<file path="src/rtl/axis_rr_pick.sv">
// Rotating-priority encoder: returns the first set request at or after ptr,
// wrapping from N-1 back to 0.
module axis_rr_pick #(
  parameter int N = 4,
  parameter int W = (N > 1) ? $clog2(N) : 1
) (
  input  logic [N-1:0] req,
  input  logic [W-1:0] ptr,
  output logic         valid,
  output logic [W-1:0] idx
);

  logic [W:0] pos_s;

  // Scan offsets from farthest to nearest so the nearest hit is the one kept.
  always_comb begin
    valid = 1'b0;
    idx   = {W{1'b0}};
    pos_s = {(W+1){1'b0}};
    for (int i = N - 1; i >= 0; i--) begin
      pos_s = {1'b0, ptr} + (W+1)'(i);
      if (pos_s >= (W+1)'(N)) begin
        pos_s = pos_s - (W+1)'(N);
      end else begin
        pos_s = pos_s;
      end
      if (req[pos_s[W-1:0]]) begin
        valid = 1'b1;
        idx   = pos_s[W-1:0];
      end else begin
        valid = valid;
        idx   = idx;
      end
    end
  end

endmodule

</file>
<file path="src/rtl/axis_rr_arbiter.sv">
// Round-robin AXI-Stream packet arbiter: N byte-wide inputs, grant held until tlast.
// Optional idle-beat watchdog enabled by defining AXIS_ARB_TIMEOUT_EN.
module axis_rr_arbiter #(
  parameter int N       = 4,
  parameter int TIMEOUT = 255
) (
  input  logic           i_clk,
  input  logic           i_rst,
  input  logic [8*N-1:0] i_tdata,
  input  logic [N-1:0]   i_tlast,
  input  logic [N-1:0]   i_tvalid,
  output logic [N-1:0]   o_tready,
  output logic [7:0]     o_tdata,
  output logic           o_tlast,
  output logic           o_tvalid,
  input  logic           i_tready
);

  localparam int W = (N > 1) ? $clog2(N) : 1;

  localparam logic [0:0] IDLE   = 1'b0;
  localparam logic [0:0] LOCKED = 1'b1;

  logic [0:0]   state_r;
  logic [W-1:0] grant_r;
  logic [W-1:0] ptr_r;

  logic         pick_valid_s;
  logic [W-1:0] pick_idx_s;
  logic         accept_s;
  logic         release_s;
  logic         timeout_s;
  logic [W-1:0] next_ptr_s;

  axis_rr_pick #(
    .N (N),
    .W (W)
  ) u_pick (
    .req   (i_tvalid),
    .ptr   (ptr_r),
    .valid (pick_valid_s),
    .idx   (pick_idx_s)
  );

  assign accept_s   = (state_r == LOCKED) & i_tvalid[grant_r] & i_tready;
  assign release_s  = (accept_s & i_tlast[grant_r]) | timeout_s;
  assign next_ptr_s = (grant_r == W'(N - 1)) ? {W{1'b0}} : grant_r + W'(1);

`ifdef AXIS_ARB_TIMEOUT_EN
  logic [15:0] idle_cnt_r;

  // Stalls by the emitter (valid high, ready low) never count as idle.
  assign timeout_s = (state_r == LOCKED) & ~i_tvalid[grant_r] &
                     ((idle_cnt_r + 16'd1) == 16'(TIMEOUT));

  // Idle-beat counter: cleared while arbitrating and on every accepted beat.
  always_ff @(posedge i_clk) begin
    if (i_rst) begin
      idle_cnt_r <= 16'd0;
    end else if (state_r == IDLE) begin
      idle_cnt_r <= 16'd0;
    end else if (accept_s) begin
      idle_cnt_r <= 16'd0;
    end else if (~i_tvalid[grant_r]) begin
      idle_cnt_r <= idle_cnt_r + 16'd1;
    end else begin
      idle_cnt_r <= idle_cnt_r;
    end
  end
`else
  assign timeout_s = 1'b0;
`endif

  // Arbitration FSM: pick in IDLE, hold the grant until release.
  always_ff @(posedge i_clk) begin
    if (i_rst) begin
      state_r <= IDLE;
      grant_r <= {W{1'b0}};
      ptr_r   <= {W{1'b0}};
    end else begin
      case (state_r)
        IDLE: begin
          if (pick_valid_s) begin
            grant_r <= pick_idx_s;
            state_r <= LOCKED;
          end else begin
            state_r <= IDLE;
          end
        end
        LOCKED: begin
          if (release_s) begin
            state_r <= IDLE;
            ptr_r   <= next_ptr_s;
          end else begin
            state_r <= LOCKED;
          end
        end
        default: begin
          state_r <= IDLE;
        end
      endcase
    end
  end

  // Zero-latency pass-through of the granted input; everything low otherwise.
  always_comb begin
    o_tdata  = 8'h00;
    o_tlast  = 1'b0;
    o_tvalid = 1'b0;
    o_tready = {N{1'b0}};
    if (state_r == LOCKED) begin
      o_tdata           = i_tdata[{grant_r, 3'b000} +: 8];
      o_tlast           = i_tlast[grant_r];
      o_tvalid          = i_tvalid[grant_r];
      o_tready[grant_r] = i_tready;
    end else begin
      o_tdata  = 8'h00;
      o_tlast  = 1'b0;
      o_tvalid = 1'b0;
      o_tready = {N{1'b0}};
    end
  end

endmodule

</file>
<file path="config.mk">
export PLATFORM = sky130hd
export DESIGN_NAME = axis_rr_arbiter
export DESIGN_NICKNAME = d
export VERILOG_FILES = /design/src/rtl/axis_rr_pick.sv /design/src/rtl/axis_rr_arbiter.sv
export SDC_FILE = /design/constraint.sdc
export NUM_CORES = 1
export LEC_CHECK = 0
export ABC_AREA = 0
export BUFFER_PORTS_ARGS = -buffer_cell sky130_fd_sc_hd__buf_2
export CAP_MARGIN = 20
export CORE_MARGIN = 2
export CORE_UTILIZATION = 30
export CTS_BUF_LIST = sky130_fd_sc_hd__clkbuf_2 sky130_fd_sc_hd__clkbuf_4 sky130_fd_sc_hd__clkbuf_8
export CTS_CLUSTER_DIAMETER = 200
export DETAILED_ROUTE_END_ITERATION = 16
export HOLD_SLACK_MARGIN = 0.03
export PLACE_DENSITY = 0.7
export SYNTH_ARGS = -nofsm -noshare
export SYNTH_HDL_FRONTEND = slang
export SYNTH_SLANG_ARGS = --single-unit
</file>
<file path="constraint.sdc">
create_clock -name i_clk -period 2.15 [get_ports i_clk]
set_input_delay 0.1075 -clock i_clk [delete_from_list [all_inputs] [get_ports i_clk]]
set_output_delay 0.1075 -clock i_clk [all_outputs]
set_load 0.005 [all_outputs]
</file>
==> flow_summary.ini, run 1 <==
[logic_synthesis]
yosys_register_bits = 5
synth_top_flop_cell = dfxtp_1
avgSynthCellArea_um2 = 9.633
ys_async_sr_fraction = 0
syn-num-nets = 120
seq_area_frac_synth = 0.1423
yosysWarningCount = 0
synth_edf_count = 0
yosysUniqueCellTypes = 29
syn-instance-count = 73
synth_area_um2 = 703.2

[floorplan]
rows = 17
initial_utilization = 0.3179
fp.dieW_um = 52.42
fp.dieArea_um2 = 2747
core_area_um2 = 2212
fp.dieH_um = 52.42
ioPinCount = 57

[power]
p_per_area_nw_per_um2 = 377.1
p_leak_uw = 0.0005390
irDropWorstVdd_v = 0.0003738

[routing]
post_drt_wl_per_cell_um = 12.36
drt_iter0_drc = 13
antenna_left = 0
remaining_drc_errors = 0
vias_per_cell = 5.094
wl_um = 1977
vias = 815
firstDrtPassIters = 4

[cells_and_area]
fin_nets = 180
design_area_um2 = 1047
n_antenna_cell = 0
drive_above_1_share = 0.5606
final_common_cell = buf_2
fill_cells = 235
layoutNonFillerInstCount = 160
area_growth_pct = 48.93
final_util = 0.4734
final_cell_mix = 56 x buf_2, 9 x and2_1, 7 x mux4_2, 6 x a21oi_1

[critical_path]
cp_max_fo = 7
worstSetupStartpointType = flip-flop
rr_endpoint = ptr_r[0]
reg2reg_from = grant_r[1]
crit_type = flip-flop to primary output
crit_required_ns = 2.04
worstSetupEndpointType = primary output
arrival_ns = 1.69
ff2ff_setup_slack_ns = 0.47
cp-startpoint = grant_r[0]
r2r_cells = 4

[clock_network]
post_cts_buffers = 0
cts_made_buffers = 3
cts_tree = built
htreeDepth = 1
clock_latency_ns = 0.24
holdBufCountCts = 0
cts_sinks = 5
clockRootBuffer = clkbuf_4
clk_pin_slew_ns = 0.04
cts_buffer_depth = 2
cts-resized-gates = 0

[placed_design]
dpl_cell_area_um2 = 1017
place_congestion = 0.7656
dp_cells = 156
io_buffers = 56
dpl.hpwl_um = 1663

[global_route]
grtUsageTotal = 0.1532
antenna_found_initial = 0
first_global_vias = 785
grt_pass1_wl_um = 3146
grt-ovfl-total = 0
grt_max_degree = 18

[sta]
finalSetupTns_ns = 0
min_period_ns = 1.796
finalHoldViolCount = 0
skew_ns = 0.001017
finalCritPeriodShare = 0.8355
final_max_slew_viol_count = 0
finalSetupViolations = 0
rsz0062_at_grt = no
slew_headroom = 0.6943
holdWs_ns = 0.1218
worst_pin_slew_ns = 0.4579
max_clock_freq_mhz = 556.7

[min_path]
holdPathEnd = grant_r[1]
min_path_type = input pin to flip-flop
min_path_cells = 2
holdCritStartpoint = i_rst

[run_status]
status = finished, final reports clean

[job]
cap_violations = 0
[synth_stat cells, types with 2 or more instances]
cell type	instances	area [um2]
and3_1	4	25.02
nand2_1	5	18.77
nand2b_1	3	18.77
mux2i_1	3	30.03
a21oi_1	6	30.03
dfxtp_1	5	100.1
and2_1	9	56.30
ha_1	4	50.05
mux4_2	7	157.7
inv_1	3	11.26
mux4_1	2	52.55
clkbuf_1	2	7.510
nor2_1	4	15.01
[critical path, cell delays in order, from the launching register on]
cell and delay, ns:
dfxtp_1 0.38, buf_4 0.21, mux4_1 0.57, and2_1 0.17
buf_2 0.12
[sequential cells by signal, indices dropped and copies added (netlist names)]
register,flops
ptr_r,2
state_r,1
grant_r,2
[routing by layer]
metal  global-route usage  part of all wire
met1               0.1611              0.36
met3              0.04857             0.098
met2               0.2771              0.52
met4              0.06410             0.019
met5                    0                 0
[worst max path at each step]
stage / depth (start not counted) / end
finish: 4 / o_tdata[1]
global route: 4 / o_tdata[1]
CTS: 4 / o_tdata[1]
detailed placement: 4 / ptr_r[0]
global placement: 4 / ptr_r[0]
floorplan: 5 / ptr_r[0]
[report_power, final]
part | internal (uW) | switching (uW)
registers | 98.6 | 12.4
clock network | 82.8 | 38.7
logic | 100 | 62.4
total | 281 | 114
[layout make-up]
cell class,count,area [um2],area share
inverters,4,15.01,0.01434
multi-input cells,60,564.3,0.5388
repair buffers,59,302.8,0.2891
flip-flops and latches,5,100.1,0.09558
well taps,28,35.03,0.03345
clock buffers,4,30.03,0.02867
[metrics by stage]
step,total power (uW),worst slack (ns)
2_1_floorplan,201.3,0.5419
3_3_place_gp,270.3,0.4918
3_5_place_dp,276.8,0.4635
4_1_cts,401.3,0.3134
5_1_grt,428.4,0.2771
6_report,394.9,0.3537
[logic make-up (layout without fill, tap and decap cells)]
group                    Yosys count  count (layout)  synth area share
flip-flops                         5               5            0.1424
AND/OR/NAND/NOR                   31              31            0.2527
multiplexers                      14              14            0.3790
buffers and inverters              8              67           0.05515
adder cells (fa/ha/maj)            4               4           0.07118
AO/OA/AOI/OAI                     11              11           0.09965
Note: power is estimated with default switching activity, not from simulation.
==> inputs of run 2 (changes only) <==
--- a/config.mk
+++ b/config.mk
@@ -14,7 +14,7 @@
 export CTS_CLUSTER_DIAMETER = 200
 export DETAILED_ROUTE_END_ITERATION = 16
 export HOLD_SLACK_MARGIN = 0.03
-export PLACE_DENSITY = 0.7
+export PLACE_DENSITY = 0.73
 export SYNTH_ARGS = -nofsm -noshare
 export SYNTH_HDL_FRONTEND = slang
 export SYNTH_SLANG_ARGS = --single-unit
==> constraint.sdc (replaced) <==
create_clock -name i_clk -period 1.61 [get_ports i_clk]
set_input_delay 0.0805 -clock i_clk [delete_from_list [all_inputs] [get_ports i_clk]]
set_output_delay 0.0805 -clock i_clk [all_outputs]
set_load 0.005 [all_outputs]
==> flow_summary.ini, run 2 (synthesis results as in run 1) <==
[sta]
slew_headroom = 0.7919
rsz0062_at_grt = yes
finalHoldViolCount = 0
max_clock_freq_mhz = 609.8
finalSetupViolations = 2
worst_pin_slew_ns = 0.3093
finalCritPeriodShare = 1.019
setup_slack_ns = -0.02989
min_period_ns = 1.640
skew_ns = 0.001047
final_max_slew_viol_count = 0

[job]
cap_violations = 0

[global_route]
grt-ovfl-total = 0
grt_pass1_wl_um = 3429
grtUsageTotal = 0.1691
grt_max_degree = 12
antenna_found_initial = 0
first_global_vias = 880

[floorplan]
rows = 17
ioPinCount = 57
core_area_um2 = 2212
fp.dieW_um = 52.42
initial_utilization = 0.3179
fp.dieH_um = 52.42
fp.dieArea_um2 = 2747

[critical_path]
crit_type = flip-flop to flip-flop
worstSetupStartpointType = flip-flop
worstSetupEndpointType = flip-flop
crit_required_ns = 1.75
arrival_ns = 1.78
cp_max_fo = 4

[placed_design]
io_buffers = 56
dpl.hpwl_um = 1752
place_ws_ns = 0.06735
place_congestion = 0.8685

[clock_network]
cts_made_buffers = 3
clockRootBuffer = clkbuf_4
cts_buffer_depth = 2
cts_sinks = 5
holdBufCountCts = 0
htreeDepth = 1
cts_tree = built
clock_latency_ns = 0.25
clk_pin_slew_ns = 0.05

[routing]
vias_per_cell = 4.970
vias = 820
antenna_left = 0
post_drt_wl_per_cell_um = 13.03
firstDrtPassIters = 4
wl_um = 2150
remaining_drc_errors = 0
drt_iter0_drc = 16

[cells_and_area]
multi_input_area_um2 = 556.8
n_antenna_cell = 0
top_regs = grant_r x2, ptr_r x2, state_r x1
fill_cells = 216
drive_above_1_share = 0.5985
final_common_cell = buf_2
ff_latch_area_um2 = 101.3
area_growth_pct = 53.91
fin_nets = 185
final_cell_mix = 56 x buf_2, 9 x mux4_2, 9 x and2_1, 7 x buf_4, 6 x a21oi_1

[run_status]
status = finished, violations left
violations = negative setup slack

[power]
p_total_uw = 559.9
p_leak_uw = 0.0005596
p_per_area_nw_per_um2 = 517.4
irDropWorstVdd_v = 0.0002932

[min_path]
min_path_type = input pin to flip-flop
run 2: changes by cell type in the layout (fill, tap and decap cells not counted):
cell | previous run | this run
buf_4 | 3 | 7
buf_6 | 0 | 1
dfxtp_1 | 5 | 4
dfxtp_2 | 0 | 1
mux4_1 | 2 | 0
mux4_2 | 7 | 9
run 2: metal layers:
layer	wire (um)	global-route usage	vias up
met5	0	0	-
met4	27	0.08547	0
met3	180	0.04286	2
met2	1115	0.3250	41
met1	827	0.1620	378
li1	-	-	399
run 2: through the flow:
step | instances | hold WS (ns) | TNS (ns) | cell area, um2 | util
finish | 165 | 0.06638 | -0.03106 | 1082 | 0.4893
global route | 165 | 0.08371 | -0.2833 | 1082 | 0.4893
CTS | 165 | 0.06369 | -0.02037 | 1082 | 0.4893
detailed placement | 158 | 0.3286 | 0 | 1032 | 0.4666
global placement | 158 | 0.3347 | 0 | 1032 | 0.4666
floorplan | 73 | 0.1496 | 0 | 703.2 | -
run 2: what timing repair did:
item	4_1_cts	5_1_grt
pin swaps	2	4
setup endpoints to repair	8	10
buffers inserted	2	0
cloned	1	0
resized for setup	5	0
run 2: worst paths after layout:
kind                                  from          to  slack, ns  cells after the start
worst max-delay path            grant_r[0]    ptr_r[0]      -0.03                      5
worst min-delay path                 i_rst  grant_r[1]       0.07                      2
worst max register to register  grant_r[0]    ptr_r[0]      -0.03                      5
worst min register to register    ptr_r[1]    ptr_r[1]       0.57                      2
run 2: final cells by class:
class,instances,share of cell area
Inverter,4,0.01387
Timing Repair Buffer,64,0.3179
Multi-Input combinational cell,60,0.5144
Sequential cell,5,0.09364
Tap cell,28,0.03237
Clock buffer,4,0.02775
run 2: power breakdown:
group          switching, uW  total (uW)  internal (uW)
clock                   62.6         174            111
combinational           97.3         244            147
sequential              9.82         142            132
run 2: worst max-delay path, cell delays in order, from the launching register on:
cell     delay [ns]
dfxtp_2        0.33
buf_4          0.13
mux4_2         0.34
inv_2          0.04
or3_4          0.37
mux2_4         0.30
